File: src/rtl/seq_restoring_divider_2n_n.sv
`default_nettype none
// ============================================================================
//  Module   : seq_restoring_divider_2n_n
//  Purpose  : Iterative radix-2 restoring divider, 2N-bit dividend by N-bit
//             divisor, one quotient bit per clock behind start/busy/done.
//  Revision : 1.0  initial release
// ============================================================================
module seq_restoring_divider_2n_n #(
  parameter int N = 8
) (
  input  logic           clk,
  input  logic           rst_n,
  input  logic           start,
  input  logic [2*N-1:0] D,
  input  logic [N-1:0]   B,
  output logic [N-1:0]   Q,
  output logic [N-1:0]   Rem,
  output logic           busy,
  output logic           done,
  output logic           dz,
  output logic           ovf
);

  localparam int            c_cw        = $clog2(N + 1);
  localparam logic [0:0]    c_st_idle   = 1'b0;
  localparam logic [0:0]    c_st_run    = 1'b1;
  localparam logic [c_cw-1:0] c_last_cnt = c_cw'(N - 1);

  logic [0:0]      r_state;
  logic [0:0]      w_state_next;
  logic [N-1:0]    r_b;
  logic [N:0]      r_p;
  logic [N-1:0]    r_s;
  logic [c_cw-1:0] r_count;
  logic [N-1:0]    r_q;
  logic [N-1:0]    r_rem;
  logic            r_done;
  logic            r_dz;
  logic            r_ovf;

  logic            w_accept;
  logic            w_div_zero;
  logic            w_overflow;
  logic            w_last;
  logic [N:0]      w_t;
  logic            w_ge;
  logic [N:0]      w_p_step;
  logic [N-1:0]    w_s_step;

  // Start qualification and error classification on the live inputs
  assign w_accept   = (r_state == c_st_idle) && start;
  assign w_div_zero = (B == '0);
  assign w_overflow = !w_div_zero && (D[2*N-1:N] >= B);
  assign w_last     = (r_count == c_last_cnt);

  // One restoring step: shift the next dividend bit in, trial-subtract.
  // P < B holds before every step, so T < 2B always fits in N+1 bits.
  assign w_t      = {r_p[N-1:0], r_s[N-1]};
  assign w_ge     = (w_t >= {1'b0, r_b});
  assign w_p_step = w_ge ? (w_t - {1'b0, r_b}) : w_t;
  assign w_s_step = {r_s[N-2:0], w_ge};

  // State register
  always_ff @(posedge clk or negedge rst_n) begin
    if (!rst_n) r_state <= c_st_idle;
    else        r_state <= w_state_next;
  end

  // Next-state logic: error cases finish in IDLE, normal starts enter RUN
  always_comb begin
    w_state_next = r_state;
    case (r_state)
      c_st_idle: if (w_accept && !w_div_zero && !w_overflow) w_state_next = c_st_run;
      c_st_run:  if (w_last) w_state_next = c_st_idle;
      default:   w_state_next = c_st_idle;
    endcase
  end

  // Output decode
  always_comb begin
    busy = (r_state == c_st_run);
    done = r_done;
    Q    = r_q;
    Rem  = r_rem;
    dz   = r_dz;
    ovf  = r_ovf;
  end

  // Datapath and result registers; results only move at completion or error start
  always_ff @(posedge clk or negedge rst_n) begin
    if (!rst_n) begin
      r_b     <= '0;
      r_p     <= '0;
      r_s     <= '0;
      r_count <= '0;
      r_q     <= '0;
      r_rem   <= '0;
      r_done  <= 1'b0;
      r_dz    <= 1'b0;
      r_ovf   <= 1'b0;
    end else begin
      r_done <= 1'b0;
      case (r_state)
        c_st_idle: begin
          if (w_accept) begin
            if (w_div_zero) begin
              r_q    <= '1;
              r_rem  <= D[N-1:0];
              r_dz   <= 1'b1;
              r_ovf  <= 1'b0;
              r_done <= 1'b1;
            end else if (w_overflow) begin
              r_q    <= '1;
              r_rem  <= '1;
              r_dz   <= 1'b0;
              r_ovf  <= 1'b1;
              r_done <= 1'b1;
            end else begin
              r_b     <= B;
              r_p     <= {1'b0, D[2*N-1:N]};
              r_s     <= D[N-1:0];
              r_count <= '0;
              r_dz    <= 1'b0;
              r_ovf   <= 1'b0;
            end
          end
        end
        c_st_run: begin
          r_p     <= w_p_step;
          r_s     <= w_s_step;
          r_count <= r_count + c_cw'(1);
          if (w_last) begin
            r_q    <= w_s_step;
            r_rem  <= w_p_step[N-1:0];
            r_done <= 1'b1;
          end
        end
        default: ;
      endcase
    end
  end

endmodule
`default_nettype wire
File: config.mk
export PLATFORM = sky130hd
export DESIGN_NAME = seq_restoring_divider_2n_n
export DESIGN_NICKNAME = d
export VERILOG_FILES = /design/src/rtl/seq_restoring_divider_2n_n.sv
export SDC_FILE = /design/constraint.sdc
export NUM_CORES = 1
export LEC_CHECK = 0
export BUFFER_PORTS_ARGS = -buffer_cell sky130_fd_sc_hd__buf_4
export CAP_MARGIN = 20
export CORE_MARGIN = 3
export CORE_UTILIZATION = 40
export DETAILED_ROUTE_END_ITERATION = 6
export PLACE_DENSITY = 0.7
export SYNTH_ARGS = -nofsm -noshare
export SYNTH_HDL_FRONTEND = slang
export SYNTH_SLANG_ARGS = --single-unit
File: constraint.sdc
create_clock -name clk -period 4.4 [get_ports clk]
set_clock_uncertainty 0.05 [all_clocks]
set_input_delay 1.32 -clock clk [delete_from_list [all_inputs] [get_ports clk]]
set_output_delay 1.32 -clock clk [all_outputs]
set_load 0.005 [all_outputs]
# Word-level counts from Yosys, hierarchy flattened
# Index checks and enable logic that the tools add are counted.
dict set report totals {
  output_inout_bits 20
  ff_bits 48
  input_bits 27
  word_cells 66
}
dict set report op_classes {
  n_reduce_logical 11
  muxes 32
  add_sub_neg 2
  n_bitwise 3
  n_lt_le_gt_ge 2
  eq_ne 6
}
# cell n
set ops {}
lappend ops {{two-way mux 8 bit} 14}
lappend ops {{case mux 8 bit (2 select lines)} 4}
lappend ops {{two-way mux 4 bit} 3}
lappend ops {{>= comparator 9 x 8 -> 1 bit} 1}
lappend ops {{>= comparator 8 bit} 1}
lappend ops {{zero test 8 bit} 1}
lappend ops {{two-way mux 1 bit} 8}
lappend ops {{case mux 4 bit (2 select lines)} 1}
lappend ops {{subtractor 8 bit} 1}
lappend ops {{inequality test 2 bit, second input constant} 3}
lappend ops {{AND reduction 3 bit} 2}
lappend ops {{adder 4 x 1 -> 4 bit, second input constant} 1}
lappend ops {{== test 4 x 3 -> 1 bit, second input constant} 1}
lappend ops {{logical AND 1 bit} 4}
lappend ops {{case mux 1 bit (2 select lines)} 2}
lappend ops {{AND reduction 4 bit} 1}
lappend ops {{inequality test 3 bit, second input constant} 1}
lappend ops {{NOT 1 bit} 3}
lappend ops {{zero test 1 bit} 2}
lappend ops {{inequality test 2 x 1 -> 1 bit, second input constant} 1}
lappend ops {{AND reduction 2 bit} 1}

# Logic depth before layout (Yosys ltp)
# Gate-level depths: netlist of the first run.
dict set report depth {
  depth_word 7
  ltp_mapped 10
}

# Worst setup path after synthesis of the first run
# OpenSTA, ideal clock, no wires.
dict set report synth_path {
  path_type {input to register}
  startpoint {input port B[2]}
  endpoint {register r_s[0]}
  setup_ns 0.128
  arrival_ns 3.071
  slack_ns 1.151
  cell_stages 9
  path_buffers 2
  path_cell_list {inv_1 ha_1 a211o_1 a31oi_2 o2111a_1 buf_6 or2_1 buf_2 mux2_1}
}
dict set report synth_via {
  elab_chain_len 5
  elab_cells_between_ends 7
}
# element line
set synth_lines {}
lappend synth_lines {{start: declaration} 15} ;# input logic [N-1:0] B,
lappend synth_lines {{parallel branches: the longest is 4 deep, another holds >= comparator 8 bit} -}
lappend synth_lines {{AND reduction 3 bit (no source line) (*)} -}
lappend synth_lines {{end signal: assignment} 121} ;# r_s <= D[N-1:0];
lappend synth_lines {{end signal: assignment} 130} ;# r_s <= w_s_step;
lappend synth_lines {{end: declaration} 33} ;# logic [N-1:0] r_s;
# Mark *: on every way between the ends.
# A chain may end at the register's enable or synchronous reset.

# Final worst setup path of the first run
dict set report layout_path {
  startpoint {input port B[5]}
  endpoint {register r_s[0]}
}
# The elaborated chain is that of the path after synthesis.

==> results of run 1 <==
[synthesized netlist by cell type, drive strengths merged, types with 3 or more instances]
cell / count / area (sq um)
o221a: 8 / 90.1
buf: 5 / 43.8
nor2b: 3 / 18.8
nor2: 8 / 30.0
clkbuf: 7 / 26.3
mux2i: 8 / 80.1
dfrtp: 48 / 1200
a31oi: 15 / 100
o211ai: 4 / 35.0
o21a: 4 / 30.0
a211oi: 10 / 75.1
a22o: 3 / 26.3
a21oi: 10 / 61.3
o2111ai: 3 / 32.5
mux2: 11 / 131
nor3: 10 / 55.1
ha: 17 / 213
nand3: 5 / 25.0
inv: 20 / 75.1
nand2b: 11 / 68.8
o21ai: 13 / 65.1
nand2: 20 / 75.1
[through the flow]
| step | area (sq um) | setup slack [ns] | util | instances |
|---|---|---|---|---|
| after global routing | 3450 | 0.941 | 0.502 | 423 |
| after CTS | 3450 | 1.10 | 0.502 | 423 |
| final | 3450 | 1.06 | 0.502 | 423 |
| after floorplan | 2880 | 1.15 | - | 280 |
| after global placement | 3320 | 0.812 | 0.483 | 416 |
| after detailed placement | 3320 | 0.780 | 0.483 | 416 |
[worst max-delay path, delay by kind of cell]
kind	cells	cell delay (ns)
compound gates	3	0.84
buf+inv	2	0.20
mux	1	0.37
fa+ha+maj	1	0.27
simple gates	1	0.47
[cell families (layout without fill, tap and decap cells)]
kind of cell	after synthesis	count (layout)	share of synthesized area
xor gates and xnor gates	3	3	0.00912
DFF	48	48	0.417
muxes	19	19	0.0734
and+or+nand+nor	70	70	0.126
adders and majority gates	18	18	0.0808
AOI/OAI and AO/OA	90	90	0.244
buffers and inverters	32	79	0.0504
[state kept, by name (all words and copies together), names as in the netlist]
signal / flops
r_b: 8
Rem: 8
ovf: 1
r_p: 8
done: 1
r_s: 8
Q: 8
dz: 1
busy: 1
r_count: 4
[per-layer routing]
| metal | wire, um | GRT usage | share of wire | up-vias |
|---|---|---|---|---|
| met5 | 0 | 0 | 0 | - |
| met2 | 3270 | 0.267 | 0.45 | 92 |
| met1 | 3490 | 0.263 | 0.48 | 1177 |
| li1 | - | - | - | 1144 |
| met3 | 433 | 0.0283 | 0.060 | 7 |
| met4 | 74 | 0.0477 | 0.010 | 0 |
[where the power goes]
group          leakage, nW  total (mW)  internal, mW  switching [mW]
combinational        0.956        1.62         0.732           0.892
sequential           0.540       0.796         0.661           0.134
clock               0.0642       0.367         0.224           0.143
total                 1.56        2.79          1.62            1.17
[area by class of cell]
| class | instances | area, sq um | area share |
|---|---|---|---|
| clock buffer | 5 | 68.8 | 0.0199 |
| clock inverter | 2 | 60.1 | 0.0174 |
| inverter | 20 | 75.1 | 0.0218 |
| multi-input combinational | 200 | 1530 | 0.445 |
| sequential | 48 | 1200 | 0.348 |
| tap | 96 | 120 | 0.0348 |
| timing repair buffer | 52 | 390 | 0.113 |
[worst min-delay path by stage]
stage	start	end	slack, ns	cells after the start
after floorplan	r_s[0]	r_s[0]	0.40	1
after global placement	r_s[0]	r_s[0]	0.41	1
after detailed placement	r_s[0]	r_s[0]	0.42	1
after CTS	r_s[0]	r_s[0]	0.45	1
after global routing	r_s[0]	r_s[0]	0.47	1
final	r_s[0]	r_s[0]	0.44	1
==> results.py, run 1 <==
metrics = {
    "hold_path": {
        "hp-class": "reg -> reg",
    },
    "yosys": {
        "ys_ff_latch": 48,
        "avgSynthCellArea_sq_um": 10.3,
        "synth_nets": 325,
        "ys.flop_type": "dfrtp_1",
        "synth.distinct_cells": 61,
        "synth.yosys.warnings": 0,
        "yosysSeqAreaShare": 0.417,
        "ys_async_sr_fraction": 1.00,
        "syn_area_sq_um": 2880,
        "syn-instance-count": 280,
        "synth_edf_count": 0,
    },
    "cts": {
        "clock-root-buffer": "clkbuf_8",
        "clk_pin_slew_ns": 0.08,
        "clock_path_buffers": 2,
        "hold_buffers": 0,
        "htreeDepth": 2,
        "cts_inserted_buffers": 5,
        "cts_resized": 0,
        "insertion_delay_ns": 0.30,
        "cts_tree": "done",
        "postCtsSetupRepairBufs": 0,
        "numClockSinks": 48,
    },
    "critical_path": {
        "path_cells": "buf_4 -> inv_1 -> ha_1 -> a21o_1 -> a221oi_2 -> o2111a_1 -> or2_1 -> mux2_1",
        "ff2ff_setup_slack_ns": 1.64,
        "end_kind": "flop",
        "critical_path_class": "in -> reg",
        "crit_path_start": "B[5]",
        "arrival_ns": 3.48,
        "r2r_start": "r_p[5]",
        "timing.rr.end": "r_p[1]",
        "start_kind": "input pin",
        "worstSetupEndpoint": "r_s[0]",
        "slowest_delay_ns": 0.47,
        "reg2reg_depth": 6,
        "crit_fanout": 15,
        "critPathRequiredTime_ns": 4.54,
        "cp_slowest_cell": "or2_1",
    },
    "cells_and_area": {
        "final_common_cell": "buf_4",
        "antenna_cells": 0,
        "layout-drive-gt1-share": 0.232,
        "fin_nets": 372,
        "nFillCells": 625,
        "final_cell_mix": "buf_4, dfrtp_1, nand2_1",
        "areaGrowthSynthToFinish_pct": 19.8,
    },
    "detailed_routing": {
        "drc": 0,
        "routed_wl_um": 7260,
        "ant_nets": 0,
        "via_per_inst": 5.72,
        "drt_iter0_drc": 187,
        "first_pass_iters": 5,
        "dr_total_vias": 2420,
        "drt-wirelength-per-cell_um": 17.2,
    },
    "grt": {
        "antenna_found_initial": 0,
        "grt_first_pass_wirelength_um": 11700,
        "grt_use_total": 0.177,
        "grt_overflow_total": 0,
        "grt_max_degree": 49,
        "grt_pass1_vias": 2308,
    },
    "job": {
        "drv_cap": 0,
    },
    "power_and_ir_drop": {
        "p_per_area_nw_per_um2": 808,
        "p_leak_nw": 1.56,
        "ir_worst_vdd_mv": 0.305,
        "power.total_mw": 2.79,
    },
    "floorplan": {
        "die-height_um": 90.9,
        "num_rows": 30,
        "initial_utilization": 0.419,
        "core_area_sq_um": 6870,
        "ios": 47,
        "die-area_sq_um": 8250,
        "die_w_um": 90.9,
    },
    "timing": {
        "relSlewSlack": 0.475,
        "setup-tns-final_ns": 0,
        "drv_slew": 0,
        "setup_violations": 0,
        "worst_slew_pin_slew_ns": 0.784,
        "finalCriticalPeriod_ns": 3.34,
        "final.period_utilization": 0.759,
        "max_freq_mhz": 300,
        "hold_slack_ns": 0.442,
        "rsz0062_at_grt": "no",
        "hold_violations": 0,
    },
    "placement": {
        "gp_congestion": 0.866,
        "dp_hpwl_um": 5370,
        "port_buffers": 46,
    },
    "status": {
        "status": "complete, no violations",
    },
}
Power figures use the tool's default switching activity.
==> run 2: changes to the inputs <==
==> constraint.sdc (replaced) <==
create_clock -name clk -period 3.1 [get_ports clk]
set_clock_uncertainty 0.05 [all_clocks]
set_input_delay 0.93 -clock clk [delete_from_list [all_inputs] [get_ports clk]]
set_output_delay 0.93 -clock clk [all_outputs]
set_load 0.005 [all_outputs]
==> run 2 against run 1 <==
  * Combinational power grew 43%
  * Critical path depth down 2
  * Critical endpoint is now r_p[0]
  * Design area increased by 0.62%
  * Global-route usage increased by 0.88 points
  * Highest routed layer unchanged
  * Largest power group unchanged
==> results.py, run 2 (synthesis gave the netlist of run 1 again) <==
metrics = {
    "cts": {
        "hold_buffers": 0,
        "cts_resized": 0,
        "postCtsSetupRepairBufs": 0,
        "numClockSinks": 48,
        "clock_path_buffers": 2,
        "clk_pin_slew_ns": 0.09,
        "clock-root-buffer": "clkbuf_8",
        "cts_tree": "done",
        "htreeDepth": 2,
        "cts_inserted_buffers": 5,
        "insertion_delay_ns": 0.30,
    },
    "timing": {
        "hold_violations": 0,
        "relSlewSlack": 0.481,
        "final.period_utilization": 0.903,
        "drv_slew": 0,
        "worst_slew_pin_slew_ns": 0.779,
        "rsz0062_at_grt": "no",
        "finalCriticalPeriod_ns": 2.80,
        "setup-tns-final_ns": 0,
        "max_freq_mhz": 357,
        "setup_violations": 0,
    },
    "critical_path": {
        "worst-path-buf-inv": 0,
        "cp_slowest_cell": "a21oi_1",
        "crit_fanout": 7,
        "path_cells": "ha_1 -> a21oi_1 -> o221ai_1 -> a21oi_1 -> mux2_2 -> a31oi_1",
        "critPathTopFamily": "compound AO/OA/AOI/OAI gates",
        "critical_path_class": "reg -> reg",
        "end_kind": "flop",
        "crit_top_cell": "a21oi_1",
        "start_kind": "flop",
        "slowest_delay_ns": 0.68,
        "critPathRequiredTime_ns": 3.27,
        "arrival_ns": 2.97,
    },
    "detailed_routing": {
        "dr_total_vias": 2430,
        "routed_wl_um": 7440,
        "drt_iter0_drc": 163,
        "first_pass_iters": 4,
        "drt-wirelength-per-cell_um": 17.3,
        "via_per_inst": 5.64,
        "drc": 0,
        "ant_nets": 0,
    },
    "cells_and_area": {
        "final_cell_mix": "buf_4, dfrtp_1, nand2_1",
        "final_common_cell": "buf_4",
        "stdcell_area_sq_um": 3470,
        "multi_input_area_sq_um": 1530,
        "nFillCells": 667,
        "layout-drive-gt1-share": 0.251,
        "antenna_cells": 0,
        "fin_util": 0.505,
        "regArea_sq_um": 1200,
        "areaGrowthSynthToFinish_pct": 20.5,
        "fin_nets": 379,
        "finalNonFillerCells": 431,
    },
    "power_and_ir_drop": {
        "p_per_area_nw_per_um2": 1110,
        "p_leak_nw": 1.57,
        "ir_worst_vdd_mv": 0.405,
        "power.total_mw": 3.86,
    },
    "grt": {
        "antenna_found_initial": 0,
        "grt_first_pass_wirelength_um": 12500,
        "grt_max_degree": 49,
        "grt_overflow_total": 0,
        "grt_pass1_vias": 2449,
        "grt_use_total": 0.186,
    },
    "placement": {
        "dp_hpwl_um": 5640,
        "gp_congestion": 0.808,
        "placed_cell_area_sq_um": 3370,
        "port_buffers": 46,
        "numPlacedInstances": 423,
    },
    "floorplan": {
        "die_w_um": 90.9,
        "num_rows": 30,
        "core_area_sq_um": 6870,
        "initial_utilization": 0.419,
        "ios": 47,
        "die-height_um": 90.9,
        "die-area_sq_um": 8250,
    },
    "hold_path": {
        "hp-class": "reg -> reg",
    },
    "job": {
        "drv_cap": 0,
    },
    "status": {
        "status": "complete, no violations",
    },
}
run 2: area by class of cell:
cell class	instances	area share
multi-input combinational	200	0.442
sequential	48	0.346
timing repair buffer	59	0.128
tap	96	0.0346
clock buffer	6	0.0238
inverter	20	0.0216
clock inverter	2	0.00433
run 2: power breakdown:
group / internal (mW) / leakage (nW) / switching [mW]
registers: 0.938 / 0.540 / 0.212
clock network: 0.181 / 0.0434 / 0.213
logic: 1.06 / 0.990 / 1.26
run 2: path summary, 6_finish.rpt:
kind,from,end,slack (ns),cells after the start
worst max-delay path,r_p[5],r_p[0],0.30,6
worst min-delay path,dz,dz,0.44,2
worst max register to register,r_p[5],r_p[0],0.30,6
worst min register to register,dz,dz,0.44,2
max in group asynchronous,rst_n,r_s[0],2.00,1
min in group asynchronous,rst_n,r_count[0],0.59,1
run 2: per-stage QoR:
stage	worst slack [ns]	hold WS, ns
floorplan	0.241	0.398
global placement	0.112	0.420
detailed placement	0.0702	0.431
CTS	0.363	0.452
global route	0.156	0.475
finish	0.302	0.441
run 2: routing by layer:
metal,global-route usage,share of wire
met2,0.299,0.47
met4,0.0264,0.0043
met3,0.0300,0.070
met5,0,0
met1,0.270,0.45
run 2: worst min-delay path: stages (launching register included):
cell	delay [ns]
dfrtp_1	0.35
nand2_1	0.04
o21ai_0	0.06
==> run 3: changes to the inputs <==
--- a/config.mk
+++ b/config.mk
@@ -10,6 +10,7 @@
 export CORE_MARGIN = 3
 export CORE_UTILIZATION = 40
 export DETAILED_ROUTE_END_ITERATION = 6
+export GPL_TIMING_DRIVEN = 0
 export PLACE_DENSITY = 0.7
 export SYNTH_ARGS = -nofsm -noshare
 export SYNTH_HDL_FRONTEND = slang
==> run 3 against run 2 <==
  * Critical path depth increased by 3
  * Sequential share of layout area hardly changed
  * Global-route usage increased by 0.22 points
==> results.py, run 3 (synthesis gave the netlist of run 1 again) <==
metrics = {
    "cts": {
        "cts_tree": "done",
        "clock-root-buffer": "clkbuf_8",
        "insertion_delay_ns": 0.30,
        "postCtsSetupRepairBufs": 0,
        "hold_buffers": 0,
        "htreeDepth": 2,
        "cts_inserted_buffers": 5,
        "cts_resized": 0,
        "clock_path_buffers": 2,
        "clk_pin_slew_ns": 0.09,
        "numClockSinks": 48,
    },
    "placement": {
        "gp_congestion": 0.838,
        "port_buffers": 46,
        "dp_hpwl_um": 5690,
    },
    "critical_path": {
        "end_kind": "flop",
        "critPathRequiredTime_ns": 3.24,
        "cp_slowest_cell": "nor4_1",
        "slowest_delay_ns": 0.64,
        "arrival_ns": 3.08,
        "crit_fanout": 10,
        "start_kind": "input pin",
        "crit_top_cell": "buf_6",
        "critical_path_class": "in -> reg",
        "path_cells": "buf_4 -> nor4_1 -> nand2_1 -> o2111a_1 -> buf_6 -> or2_1 -> buf_2 -> buf_6 -> o221a_1",
    },
    "power_and_ir_drop": {
        "pwr-share-comb": 0.585,
        "ir_worst_vdd_mv": 0.451,
        "power.switching_mw": 1.69,
        "p_int_mw": 2.31,
        "p_sw_frac": 0.422,
        "p_seq_frac": 0.281,
        "p_per_area_nw_per_um2": 1150,
        "pwr-share-clk": 0.133,
        "p_leak_nw": 1.56,
        "power.total_mw": 4.00,
    },
    "cells_and_area": {
        "layout-drive-gt1-share": 0.225,
        "final_common_cell": "dfrtp_1",
        "areaGrowthSynthToFinish_pct": 20.6,
        "fin_nets": 378,
        "antenna_cells": 0,
        "final_cell_mix": "dfrtp_1, buf_4, nand2_1",
    },
    "grt": {
        "grt_overflow_total": 0,
        "grt_pass1_vias": 2486,
        "grt_use_total": 0.188,
        "grt_first_pass_wirelength_um": 12400,
        "grt_max_degree": 49,
        "antenna_found_initial": 0,
    },
    "hold_path": {
        "hp-class": "reg -> reg",
    },
    "timing": {
        "finalCriticalPeriod_ns": 2.94,
        "rsz0062_at_grt": "no",
        "worst_slew_pin_slew_ns": 0.715,
        "final.period_utilization": 0.947,
        "max_freq_mhz": 341,
        "hold_violations": 0,
        "setup_violations": 0,
        "relSlewSlack": 0.519,
        "drv_slew": 0,
        "hold_slack_ns": 0.444,
        "setup-tns-final_ns": 0,
    },
    "detailed_routing": {
        "first_pass_iters": 4,
        "routed_wl_um": 7470,
        "via_per_inst": 5.80,
        "dr_total_vias": 2487,
        "drt-wirelength-per-cell_um": 17.4,
        "ant_nets": 0,
        "drc": 0,
        "drt_iter0_drc": 236,
    },
    "floorplan": {
        "ios": 47,
        "initial_utilization": 0.419,
        "die_w_um": 90.9,
        "num_rows": 30,
        "die-area_sq_um": 8250,
        "core_area_sq_um": 6870,
        "die-height_um": 90.9,
    },
    "job": {
        "drv_cap": 0,
    },
    "status": {
        "status": "complete, no violations",
    },
}
## run 3: worst max-delay path, delay by kind of cell
| kind | cells | cell delay (ns) |
|---|---|---|
| and+or+nand+nor | 3 | 1.08 |
| buffers and inverters | 4 | 0.59 |
| AOI/OAI and AO/OA | 2 | 0.46 |
## run 3: final cells by class
cell class | count | area [sq um]
Fill cell | 642 | 3390
Multi-Input combinational cell | 200 | 1530
Sequential cell | 48 | 1200
Timing Repair Buffer | 46 | 345
Tap cell | 96 | 120
Inverter | 20 | 75.1
Buffer | 12 | 70.1
Clock buffer | 5 | 68.8
Clock inverter | 2 | 60.1
## run 3: metrics by stage
stage                util  area, sq um  cells  worst slack, ns
floorplan               -         2880    280            0.241
global placement    0.487         3350    422           -0.105
detailed placement  0.487         3350    422           -0.154
CTS                 0.506         3470    429            0.177
global route        0.506         3470    429           0.0746
finish              0.506         3470    429            0.163
## run 3: power groups by stage
stage | clock, mW | sequential (mW) | combinational (mW)
2_1_floorplan | 0 | 1.10 | 1.64
5_1_grt | 0.563 | 1.16 | 2.62
4_1_cts | 0.536 | 1.12 | 2.33
3_5_place_dp | 0 | 1.14 | 2.31
3_3_place_gp | 0 | 1.13 | 2.27
6_report | 0.532 | 1.12 | 2.34
## run 3: path summary, 6_finish.rpt
check	start	endpoint	slack, ns	depth (start not counted)
worst max register to register	r_p[5]	r_p[7]	0.30	6
worst max-delay path	B[1]	r_s[2]	0.16	9
max in group asynchronous	rst_n	Q[1]	2.01	1
min in group asynchronous	rst_n	done	0.58	1
worst min register to register	r_s[0]	r_s[0]	0.44	1
worst min-delay path	r_s[0]	r_s[0]	0.44	1
## run 3: metal layers
metal / vias up / global-route usage / share of wire
met2: 101 / 0.276 / 0.43
met1: 1217 / 0.272 / 0.47
met4: 0 / 0.0590 / 0.021
met3: 12 / 0.0458 / 0.079
met5: - / 0 / 0
li1: 1157 / - / -
